[config.mk]
export PLATFORM = sky130hd
export DESIGN_NAME = timing_fsm
export DESIGN_NICKNAME = d
export VERILOG_FILES = /design/src/rtl/timing_pkg.sv /design/src/rtl/bank_timing_fsm.sv /design/src/rtl/timing_fsm.sv
export SDC_FILE = /design/constraint.sdc
export NUM_CORES = 1
export LEC_CHECK = 0
export ABC_AREA = 1
export BUFFER_PORTS_ARGS = -buffer_cell sky130_fd_sc_hd__clkbuf_2
export CELL_PAD_IN_SITES_DETAIL_PLACEMENT = 0
export CELL_PAD_IN_SITES_GLOBAL_PLACEMENT = 1
export CORE_UTILIZATION = 44
export DETAILED_ROUTE_END_ITERATION = 7
export GPL_TIMING_DRIVEN = 0
export PLACE_DENSITY = 0.94
export SYNTH_ARGS = -nofsm -noshare
export SYNTH_HDL_FRONTEND = slang
export SYNTH_SLANG_ARGS = --single-unit
[constraint.sdc]
create_clock -name clk -period 3.75 [get_ports clk]
set_clock_uncertainty 0.15 [all_clocks]
set_input_delay 0.375 -clock clk [delete_from_list [all_inputs] [get_ports clk]]
set_output_delay 0.375 -clock clk [all_outputs]
set_load 0.01 [all_outputs]
[src/rtl/timing_pkg.sv]
// Shared types and constants for the per-bank DRAM timing tracker.
// Holds the bank state codes, command bit positions, default delays and decode helpers.
package timing_pkg;

    typedef enum logic [4:0] {
        S_IDLE          = 5'h00,
        S_ACTIVATING    = 5'h01,
        S_ACT_PD        = 5'h02,
        S_BANK_ACTIVE   = 5'h03,
        S_IDLE_PD       = 5'h07,
        S_PRECHARGING   = 5'h0a,
        S_READING       = 5'h0b,
        S_READING_AP    = 5'h0c,
        S_REFRESHING    = 5'h0d,
        S_SELF_REFRESH  = 5'h10,
        S_WRITING       = 5'h12,
        S_WRITING_AP    = 5'h13,
        S_ROWCLONE      = 5'h14
    } bank_state_e;

    // What a single bank is told to do this cycle, after decode and broadcast.
    typedef enum logic [3:0] {
        OP_NONE, OP_ACT, OP_CLONE, OP_REF, OP_PD, OP_PDX,
        OP_SRF, OP_RD, OP_RDA, OP_WR, OP_WRA, OP_PR
    } bank_op_e;

    localparam int NUM_CMDS = 19;
    localparam int CMD_ACT  = 18;
    localparam int CMD_BST  = 17;
    localparam int CMD_CFG  = 16;
    localparam int CMD_CKEH = 15;
    localparam int CMD_CKEL = 14;
    localparam int CMD_DPD  = 13;
    localparam int CMD_DPDX = 12;
    localparam int CMD_MRR  = 11;
    localparam int CMD_MRW  = 10;
    localparam int CMD_PD   = 9;
    localparam int CMD_PDX  = 8;
    localparam int CMD_PR   = 7;
    localparam int CMD_PRA  = 6;
    localparam int CMD_RD   = 5;
    localparam int CMD_RDA  = 4;
    localparam int CMD_REF  = 3;
    localparam int CMD_SRF  = 2;
    localparam int CMD_WR   = 1;
    localparam int CMD_WRA  = 0;

    localparam int DEF_BL    = 8;
    localparam int DEF_T_CL  = 17;
    localparam int DEF_T_RCD = 17;
    localparam int DEF_T_WR  = 14;
    localparam int DEF_T_RP  = 17;
    localparam int DEF_T_RFC = 34;

    // Longest dwell of any timed state, used to size the per-bank counter.
    function automatic int max_delay(input int bl, input int t_rcd, input int t_wr,
                                     input int t_rp, input int t_rfc);
        int m;
        m = t_rcd;
        if (t_wr + 1 > m) m = t_wr + 1;
        if (bl + 1 > m)   m = bl + 1;
        if (t_rp > m)     m = t_rp;
        if (t_rfc > m)    m = t_rfc;
        return m;
    endfunction

    // Index of the highest set command bit, or -1 when no bit is set.
    function automatic int top_cmd(input logic [NUM_CMDS-1:0] c);
        int idx;
        idx = -1;
        for (int i = 0; i < NUM_CMDS; i++) begin
            if (c[i]) idx = i;
        end
        return idx;
    endfunction

    function automatic bank_op_e cmd_to_op(input int c);
        bank_op_e op;
        case (c)
            CMD_ACT: op = OP_ACT;
            CMD_REF: op = OP_REF;
            CMD_PD:  op = OP_PD;
            CMD_PDX: op = OP_PDX;
            CMD_SRF: op = OP_SRF;
            CMD_RD:  op = OP_RD;
            CMD_RDA: op = OP_RDA;
            CMD_WR:  op = OP_WR;
            CMD_WRA: op = OP_WRA;
            CMD_PR:  op = OP_PR;
            default: op = OP_NONE;
        endcase
        return op;
    endfunction

endpackage

[src/rtl/bank_timing_fsm.sv]
// One DRAM bank: state register plus dwell down-counter.
// Timed states load the counter on entry and leave when it reaches zero.
module bank_timing_fsm
    import timing_pkg::*;
#(
    parameter int BL    = DEF_BL,
    parameter int T_RCD = DEF_T_RCD,
    parameter int T_WR  = DEF_T_WR,
    parameter int T_RP  = DEF_T_RP,
    parameter int T_RFC = DEF_T_RFC,
    parameter int CNT_W = 6
) (
    input  logic        clk,
    input  logic        reset_n,
    input  bank_op_e    op,
    output bank_state_e state
);

    localparam logic [CNT_W-1:0] LD_RCD = CNT_W'(T_RCD - 1);
    localparam logic [CNT_W-1:0] LD_WR  = CNT_W'(T_WR);
    localparam logic [CNT_W-1:0] LD_RD  = CNT_W'(BL);
    localparam logic [CNT_W-1:0] LD_RP  = CNT_W'(T_RP - 1);
    localparam logic [CNT_W-1:0] LD_RFC = CNT_W'(T_RFC - 1);

    bank_state_e      state_q, state_d;
    logic [CNT_W-1:0] cnt_q, cnt_d;
    logic             expired;

    assign expired = (cnt_q == '0);
    assign state   = state_q;

    // NOTE: state registers use non-blocking assignments so every bank samples pre-edge values.
    always_ff @(posedge clk or negedge reset_n) begin
        if (!reset_n) begin
            state_q <= S_IDLE;
            cnt_q   <= '0;
        end else begin
            state_q <= state_d;
            cnt_q   <= cnt_d;
        end
    end

    // NOTE: defaults first, so every path assigns state_d/cnt_d and no latch is inferred.
    always_comb begin
        state_d = state_q;
        cnt_d   = cnt_q;
        case (state_q)
            S_IDLE: begin
                case (op)
                    OP_ACT: begin state_d = S_ACTIVATING;   cnt_d = LD_RCD; end
                    OP_REF: begin state_d = S_REFRESHING;   cnt_d = LD_RFC; end
                    OP_PD:  state_d = S_IDLE_PD;
                    OP_SRF: state_d = S_SELF_REFRESH;
                    default: ;
                endcase
            end
            S_IDLE_PD, S_SELF_REFRESH: if (op == OP_PDX) state_d = S_IDLE;
            S_ACT_PD:                  if (op == OP_PDX) state_d = S_BANK_ACTIVE;
            S_BANK_ACTIVE, S_READING, S_WRITING: begin
                // A burst in flight runs down unless a new column/precharge command pre-empts it.
                if (state_q != S_BANK_ACTIVE) begin
                    if (expired) state_d = S_BANK_ACTIVE;
                    else         cnt_d   = cnt_q - CNT_W'(1);
                end
                case (op)
                    OP_RD:  begin state_d = S_READING;     cnt_d = LD_RD; end
                    OP_RDA: begin state_d = S_READING_AP;  cnt_d = LD_RD; end
                    OP_WR:  begin state_d = S_WRITING;     cnt_d = LD_WR; end
                    OP_WRA: begin state_d = S_WRITING_AP;  cnt_d = LD_WR; end
                    OP_PR:  begin state_d = S_PRECHARGING; cnt_d = LD_RP; end
                    OP_PD:    if (state_q == S_BANK_ACTIVE) state_d = S_ACT_PD;
                    OP_CLONE: if (state_q == S_BANK_ACTIVE) begin
                        state_d = S_ROWCLONE;
                        cnt_d   = LD_RCD;
                    end
                    default: ;
                endcase
            end
            S_ACTIVATING, S_ROWCLONE: begin
                if (expired) state_d = S_BANK_ACTIVE;
                else         cnt_d   = cnt_q - CNT_W'(1);
            end
            S_READING_AP, S_WRITING_AP: begin
                if (expired) begin
                    state_d = S_PRECHARGING;
                    cnt_d   = LD_RP;
                end else begin
                    cnt_d = cnt_q - CNT_W'(1);
                end
            end
            S_PRECHARGING, S_REFRESHING: begin
                if (expired) state_d = S_IDLE;
                else         cnt_d   = cnt_q - CNT_W'(1);
            end
            default: begin
                state_d = S_IDLE;
                cnt_d   = '0;
            end
        endcase
    end

endmodule

[src/rtl/timing_fsm.sv]
// Per-bank DRAM timing tracker: command priority decode, RowClone/PRA broadcast,
// and one bank_timing_fsm per bank group x bank, exported as BankFSM.
module timing_fsm
    import timing_pkg::*;
#(
    parameter int BGWIDTH    = 2,
    parameter int BANKGROUPS = 2 ** BGWIDTH,
    parameter int BAWIDTH    = 2,
    parameter int BL         = DEF_BL,
    parameter int T_CL       = DEF_T_CL,
    parameter int T_RCD      = DEF_T_RCD,
    parameter int T_WR       = DEF_T_WR,
    parameter int T_RP       = DEF_T_RP,
    parameter int T_RFC      = DEF_T_RFC,
    localparam int BANKSPERGROUP = 2 ** BAWIDTH
) (
    input  logic                                           clk,
    input  logic                                           reset_n,
    input  logic [BGWIDTH-1:0]                             bg,
    input  logic [BAWIDTH-1:0]                             ba,
    input  logic [NUM_CMDS-1:0]                            commands,
    output logic [BANKGROUPS-1:0][BANKSPERGROUP-1:0][4:0]  BankFSM
);

    localparam int CNT_W = $clog2(max_delay(BL, T_RCD, T_WR, T_RP, T_RFC) + 2);

    if (BANKGROUPS != 2 ** BGWIDTH || T_CL < 1 || T_RCD < 1 || T_WR < 0 ||
        T_RP < 1 || T_RFC < 1 || BL < 0) begin : g_param_err
        $error("timing_fsm: inconsistent geometry or timing parameters");
    end

    bank_state_e bank_state [BANKGROUPS][BANKSPERGROUP];
    bank_op_e    bank_op    [BANKGROUPS][BANKSPERGROUP];
    int          win;
    logic        clone_hit;

    assign win = top_cmd(commands);

    // ACT into a group that already has an open row becomes an in-DRAM copy.
    always_comb begin
        clone_hit = 1'b0;
        for (int b = 0; b < BANKSPERGROUP; b++) begin
            if (bank_state[bg][b] == S_BANK_ACTIVE) clone_hit = 1'b1;
        end
    end

    always_comb begin
        for (int g = 0; g < BANKGROUPS; g++) begin
            for (int b = 0; b < BANKSPERGROUP; b++) begin
                bank_op[g][b] = OP_NONE;
                if (win == CMD_PRA) begin
                    bank_op[g][b] = OP_PR;
                end else if (win == CMD_ACT && clone_hit) begin
                    if (BGWIDTH'(g) == bg && bank_state[g][b] == S_BANK_ACTIVE)
                        bank_op[g][b] = OP_CLONE;
                end else if (BGWIDTH'(g) == bg && BAWIDTH'(b) == ba) begin
                    bank_op[g][b] = cmd_to_op(win);
                end
            end
        end
    end

    for (genvar g = 0; g < BANKGROUPS; g++) begin : g_grp
        for (genvar b = 0; b < BANKSPERGROUP; b++) begin : g_bank
            bank_timing_fsm #(
                .BL    (BL),
                .T_RCD (T_RCD),
                .T_WR  (T_WR),
                .T_RP  (T_RP),
                .T_RFC (T_RFC),
                .CNT_W (CNT_W)
            ) u_bank (
                .clk     (clk),
                .reset_n (reset_n),
                .op      (bank_op[g][b]),
                .state   (bank_state[g][b])
            );
            assign BankFSM[g][b] = bank_state[g][b];
        end
    end

endmodule

======== After elaboration in Yosys (flattened, before gate mapping) ========
Memories as Yosys holds them, arrays and structs flattened.
Cells that the tools add are included.
word-level totals
  RAM bits ................................ 0
  output and inout bits ................... 80
  word-level logic and storage cells ...... 1,212
  memories kept ........................... 16
  latch bits .............................. 0
  bits in registers ....................... 176
  ROM bits ................................ 2,048
cells by class
  bitwise gates (word level) .............. 17
  $mul .................................... 0
  equality and inequality tests ........... 492
  shifts and indexed selects .............. 0
  divide/modulo/power cells ............... 0
  mux-type cells .......................... 394
  add/sub/neg operators ................... 16
  order comparisons ....................... 1
  reductions and logical operators ........ 244
memories
  memory            depth  width  rd ports  clocked after memory_dff  wr ports  RTL line          source
  (no name shown)   32     4      1         0                         0         timing_pkg.sv:79  case (c)
  (no name shown)   32     4      1         0                         0         timing_pkg.sv:79
  (no name shown)   32     4      1         0                         0         timing_pkg.sv:79
  (no name shown)   32     4      1         0                         0         timing_pkg.sv:79
  (no name shown)   32     4      1         0                         0         timing_pkg.sv:79
  (no name shown)   32     4      1         0                         0         timing_pkg.sv:79
  10 more memories  -      -      -         -                         -         -
operators by type and width
  cell                                                                 count
  5-bit case mux with 7 select lines                                   32
  5-bit 2-to-1 mux                                                     128
  32-bit 2-to-1 mux                                                    19
  6-bit case mux with 5 select lines                                   16
  6-bit 2-to-1 mux                                                     64
  6-bit case mux with 4 select lines                                   16
  5-bit by 4-bit == test with 1-bit output (second input constant)     64
  5-bit == test (second input constant)                                64
  5-bit case mux with 4 select lines                                   16
  4-bit by 3-bit == test with 1-bit output (second input constant)     64
  4-bit == test (second input constant)                                64
  4-bit 2-to-1 mux                                                     64
  6-bit case mux with 2 select lines                                   16
  2-bit OR reduction                                                   96
  5-bit by 2-bit == test with 1-bit output (second input constant)     36
  4-bit by 2-bit == test with 1-bit output (second input constant)     32
  2-bit by 1-bit != test with 1-bit output (second input constant)     64
  6-bit zero test                                                      16
  3-bit OR reduction                                                   32
  6-bit by 1-bit subtractor with 6-bit output (second input constant)  16
  5-bit by 1-bit == test with 1-bit output (second input constant)     16
  5-bit by 3-bit == test with 1-bit output (second input constant)     16
  5-bit zero test                                                      16
  5-bit by 2-bit != test with 1-bit output (second input constant)     16
  other kinds (20)                                                     181

======== Logic depth before layout (Yosys ltp) ========
  word-level depth ........................ 28
  depth in mapped cells ................... 40

======== By module ========
A second synthesis with hierarchy kept.
second synthesis, totals
  cells, all modules ...................... 4,189
  area total of the unflattened synthesis .. 23,460.0 um^2
modules (own cells, without submodules)
  module                                           cells an instance  times used  seq. area each (um^2)  area each (um^2)
  bank_timing_fsm (g_grp[2].g_bank[0].u_bank ...)  238                7           275.3                  1,336.3
  bank_timing_fsm (g_grp[1].g_bank[0].u_bank ...)  244                5           275.3                  1,425.1
  bank_timing_fsm (g_grp[0].g_bank[0].u_bank ...)  235                3           275.3                  1,297.5
  timing_fsm                                       368                1           0.0                    1,774.2
  bank_timing_fsm (g_grp[0].g_bank[3].u_bank)      230                1           275.3                  1,313.8

======== Worst setup path before layout ========
No wires, ideal clock.
  path kind ............................... in2reg
  start point ............................. input port commands[1]
  end point ............................... register g_grp[0].g_bank[0].u_bank.cnt_q[4]
  arrival time ............................ 3.263 ns
  path slack .............................. 0.220 ns
  library setup time ...................... 0.116 ns
  cell stages on the path ................. 37
  path buffers ............................ 2
  cell sequence ........................... inv_1 nand2_1 nand2_1 nand2_1 nand2_1 nand2_1 nand2_1 nand2_1 nand2_1 nand2_1 nand2_1 nand2_1 nand2_1 nand2_1 nand2_1 nand2_1 nand2_1 nand2_1 nand2_1 ha_1 inv_1 nor4_4 inv_2 buf_2 buf_2 nand2_1 nand2_1 nor2_1 nand4_1 nand2_1 nor2_1 nand2_1 nand2_1 nand3_1 nand2_1 nand2_1 nand2_1
on the way
  word-level cells in the longest chain between the ends .. 27
  elaborated cells on any way between the ends .. 42
  those cells by class .................... eq/ne: 11; mux: 25; reduce/logical: 5; memory: 1
ends and longest elaborated chain
  element                                                                           RTL line               source
  start: declaration                                                                timing_fsm.sv:21       input logic [NUM_CMDS-1:0] commands,
  32-bit 2-to-1 mux * (18 in series)                                                timing_pkg.sv:72       if (c[i]) idx = i;
  memory 32 x 4 bit / 27-bit zero test (equally long branches)                      -
  4-bit 2-to-1 mux                                                                  timing_pkg.sv:79
  4-bit 2-to-1 mux                                                                  timing_fsm.sv:56       end else if (BGWIDTH'(g) == bg && BAWIDTH'(b) == ba) begin
  4-bit 2-to-1 mux                                                                  timing_fsm.sv:53       end else if (win == CMD_ACT && clone_hit) begin
  4-bit 2-to-1 mux *                                                                timing_fsm.sv:51       if (win == CMD_PRA) begin
  4-bit == test / 4-bit by 3-bit == test with 1-bit output (equally long branches)  bank_timing_fsm.sv:65  case (op)
  2-bit OR reduction (no line)                                                      -
  6-bit case mux with 4 select lines                                                bank_timing_fsm.sv:65
  6-bit case mux with 5 select lines                                                bank_timing_fsm.sv:47  case (state_q)
  end signal: assignment                                                            bank_timing_fsm.sv:39  cnt_q <= cnt_d;
  end: declaration                                                                  bank_timing_fsm.sv:26  logic [CNT_W-1:0] cnt_q, cnt_d;
Mark *: on every way between the ends. The rest lies on a longest branch, timed or not. The select of a mux whose other input is x is not followed.
A chain may end at the register's enable or synchronous reset.

======== Worst setup path in the final report ========
  start point ............................. register g_grp[0].g_bank[3].u_bank.state_q[0]
  end point ............................... register g_grp[2].g_bank[0].u_bank.cnt_q[5]
on the way
  word-level cells in the longest chain between the ends .. 12
  elaborated cells on any way between the ends .. 23
  those cells by class .................... eq/ne: 10; mux: 9; reduce/logical: 4
ends and longest elaborated chain
  element                                                                           RTL line               source
  start: declaration                                                                bank_timing_fsm.sv:25  bank_state_e state_q, state_d;
  start signal: assignment                                                          bank_timing_fsm.sv:38  state_q <= state_d;
  20-bit binary-select mux with 2-bit select *                                      timing_fsm.sv:43       if (bank_state[bg][b] == S_BANK_ACTIVE) clone_hit = 1'b1;
  20-bit 2-to-1 mux (not written as such) * (2 in series)                           timing_fsm.sv:43
  5-bit by 2-bit == test with 1-bit output *                                        timing_fsm.sv:43
  1-bit 2-to-1 mux *                                                                timing_fsm.sv:43
  1-bit logical AND *                                                               timing_fsm.sv:53
  4-bit 2-to-1 mux *                                                                timing_fsm.sv:53
  4-bit 2-to-1 mux *                                                                timing_fsm.sv:51
  4-bit == test / 4-bit by 3-bit == test with 1-bit output (equally long branches)  bank_timing_fsm.sv:65
  2-bit OR reduction (no line)                                                      -
  6-bit case mux with 4 select lines                                                bank_timing_fsm.sv:65
  6-bit case mux with 5 select lines                                                bank_timing_fsm.sv:47
  end signal: assignment                                                            bank_timing_fsm.sv:39
  end: declaration                                                                  bank_timing_fsm.sv:26
Marks and branches as above.

==> run_results.csv <==
group,metric,value,unit
run_status,status,"finished clean",
clocking,cts.path.max_buffers,2,
worst_setup_path,required,3.98,ns
synthesis,synth_top_area_share,20.8,%
place,dp_hpwl,59.0,mm
grt,grt_pass1_wl,127,mm
sta,finalCritPeriodShare,95.7,%
die,die_y,228,um
power_and_ir_drop,power,16.6,mW
grt,grt_use_met1,39.9,%
worst_setup_path,crit_chain,"inv_1 -> o22ai_1 -> o221ai_1 -> nand2_1 -> o21ai_4 -> buf_4 -> nand2_2 -> inv_1 -> nand3_1 -> nand2_2 -> inv_1 -> nor2_2 -> nand2_1 -> nand2_1 -> inv_1 -> nand2_1 -> nand2_2 -> nand2_1 -> nand4_1",
worst_setup_path,cp.arrival,3.82,ns
synthesis,yosys.area_share.adder,2.50,%
layout,area.growth.synth_to_final,14.3,%
job,cap_violations,0,
die,core_area,0.0503,sq mm
synthesis,synth_ff_type,"dfrtp_1",
die,die_w,228,um
worst_setup_path,critPathLaunchType,"flip-flop",
sta,drv_slew,0,
routing,viasPerCell,5.62,
layout,n_antenna_cell,0,
grt,grt_max_degree,96,
sta,period_needed,3.59,ns
layout,layout.nets,4336,
sta,fmax,279,MHz
worst_setup_path,worstRegToRegCells,19,
synthesis,synth_mux_area_share,0,%
routing,drt_iter0_markers,2848,
worst_setup_path,cp_common_cell,"nand2_1",
clocking,clock_latency,0.53,ns
place,place_ws,-1.43,ns
worst_setup_path,rr_startpoint,"g_grp[0].g_bank[3].u_bank.state[0]",
sta,setup_ws,0.162,ns
synthesis,ys_seq_area_share,19.6,%
worst_setup_path,path_buf_inv,5,
clocking,root_buffer,"clkbuf_16",
sta,worst_slew_pin_slew,0.977,ns
synthesis,synth_top_family_by_area,"simple AND/OR/NAND/NOR gates",
synthesis,synth_area,0.0225,sq mm
power_and_ir_drop,powerDensity,644,mW/mm^2
clocking,clock_sinks,176,
worst_setup_path,endpoint_kind,"flip-flop",
power_and_ir_drop,leakage,13.7,nW
layout,final_cell_mix,"1,213 x nand2_1, 566 x inv_1, 507 x nor2_1, 389 x nand3_1, 201 x a21oi_1",
worst_setup_path,r2r-end,"g_grp[2].g_bank[0].u_bank.cnt_q[5]",
routing,dr.pass1.iters,7,
worst_setup_path,crit_family,"simple AND/OR/NAND/NOR gates",
sta,rsz0062_at_grt,"true",
grt,grt_usage,29.6,%
synthesis,synthXorXnorAreaFrac,0.934,%
clocking,cts_tree,"built",
grt,gr-total-overflow,0,
grt,grt_pass1_vias,24716,
sta,setup_violations,0,
worst_setup_path,worst-r2r-setup-slack,0.16,ns
sta,slew_headroom,34.4,%
die,num_io_pins,105,
die,rows,82,
worst_setup_path,cp_max_fo,7,
grt,antenna_found_initial,2,
worst_setup_path,slowest_delay,0.45,ns
layout,drive_above_1_share,12.1,%
routing,wire_per_inst,16.0,um
routing,vias,27812,
synthesis,yosysTopAreaCell,"nand2_1",
synthesis,synth_cell_types,62,
place,dp.cells,4884,
clocking,htreeDepth,4,
synthesis,ys_warn_count,0,
grt,grt_use_met3,6.08,%
worst_setup_path,crit_type,"flip-flop to flip-flop",
synthesis,synth_nets,4177,
synthesis,synth_area_leaders,"nand2_1 21%, dfrtp_1 20%, inv_1 9.7%",
die,dieArea,0.0521,sq mm
clocking,path_clk_slew,0.07,ns
synthesis,postSynth.asyncResetShare,100,%
clocking,numCtsBuffers,17,
place,placed_cell_area,0.0239,sq mm
routing,wl,79.1,mm
worst_setup_path,slowest_stage,"dfrtp_1",
die,start_util,44.8,%
grt,grt_use_met2,46.7,%
routing,drc_errors,0,
synthesis,synth_seq_cells,176,
layout,design_area,0.0257,sq mm
grt,grt_busiest_layer,"met2",
worst_hold_path,hold_path_class,"input pin to async pin",
sta,hold_viol,0,
synthesis,avgSynthCellArea,5.48,sq um
routing,final_antenna_net_count,0,
place,io_buffers,104,
synthesis,synth_compound_area_share,17.0,%
synthesis,synth_edf_count,0,
place,place.gp.congestion,0.981,
synthesis,syn_inst,4107,
layout,layout_commonest_cell,"nand2_1",
synthesis,synth-simple-area-share,48.0,%
power_and_ir_drop,vdd_drop_max,0.000491,V
layout,stdcell_count,4951,
sta,setup-tns-final,0,ns
[Yosys cell counts, drive strengths merged, types with 23 or more instances]
cell	number
dfrtp	176
o22ai	45
clkbuf	46
a21oi	212
nor3	69
ha	45
nand4	124
o211ai	49
nor2	563
o21ai	211
nand2	1281
nand3	414
or2	23
inv	632
[worst max path at each step]
stage / startpoint / to / slack (ns) / cells past startpoint
after floorplan: commands[1] / g_grp[0].g_bank[0].u_bank.cnt_q[4] / 0.22 / 37
after global placement: reset_n / g_grp[1].g_bank[1].u_bank.cnt_q[0] / -1.65 / 1
after detailed placement: commands[0] / g_grp[1].g_bank[2].u_bank.cnt_q[3] / -1.43 / 24
after CTS: g_grp[1].g_bank[3].u_bank.state[2] / g_grp[1].g_bank[2].u_bank.state[2] / 0.0004 / 23
after global routing: commands[1] / g_grp[1].g_bank[1].u_bank.state[4] / -0.06 / 38
final: g_grp[0].g_bank[3].u_bank.state[0] / g_grp[2].g_bank[0].u_bank.cnt_q[5] / 0.16 / 19
[stage by stage]
step | hold slack (ns) | util, %
2_1_floorplan | -0.0706 | -
3_3_place_gp | 0.330 | 47.5
3_5_place_dp | 0.337 | 47.6
4_1_cts | 0.324 | 49.2
5_1_grt | 0.370 | 51.2
6_report | 0.286 | 51.2
[sequential cells by signal (all words and copies together) (netlist names)]
signal and flops:
g_grp.g_bank.u_bank.state 80, g_grp.g_bank.u_bank.cnt_q 96
[final cells by class]
cell class	count	area (sq um)
Fill cell	5387	24500
Multi-Input combinational cell	3225	16100
Sequential cell	176	4420
Inverter	642	2440
Timing Repair Buffer	141	865
Tap cell	672	841
Clock buffer	19	443
Buffer	63	403
Clock inverter	13	186
[power by group]
part | total [mW] | switching (mW) | leakage (nW) | internal [mW]
Combinational | 11.1 | 7.30 | 11.2 | 3.78
Clock | 2.04 | 0.912 | 0.296 | 1.13
Sequential | 3.46 | 0.853 | 2.25 | 2.61
Total | 16.6 | 9.06 | 13.7 | 7.52
[layer usage]
layer	part of all wire (%)	wire length [um]	up-vias
met3	8.3	6560	185
met4	3.4	2690	4
met1	44	35200	12674
li1	-	-	13814
met2	44	34600	1135
met5	0.038	30	-
[worst reg2reg max path: stages (launching register included)]
cell and delay (ns):
dfrtp_1 0.45, inv_1 0.25, o22ai_1 0.13, o221ai_1 0.33, nand2_1 0.15, o21ai_4 0.35
buf_4 0.19, nand2_2 0.07, inv_1 0.13, nand3_1 0.11, nand2_2 0.16, inv_1 0.13
nor2_2 0.18, nand2_1 0.09, nand2_1 0.06, inv_1 0.05, nand2_1 0.13, nand2_2 0.13
nand2_1 0.10, nand4_1 0.11
[what timing repair did]
item / in CTS / in global routing
buffers inserted: 3 / 30
gates resized for setup: 42 / 235
gates cloned: 0 / 4
hold buffers: 1 / 0
hold endpoints to repair: 81 / 0
pin swaps: 4 / 26
endpoints found under the setup margin: 175 / 176
[cell families (layout without fill, tap and decap cells)]
group / Yosys count / count (layout)
simple gates: 2511 / 2513
xor+xnor: 24 / 24
buf+inv: 708 / 878
compound gates: 643 / 643
fa+ha+maj: 45 / 45
flops: 176 / 176
Power figures use the tool's default switching activity.
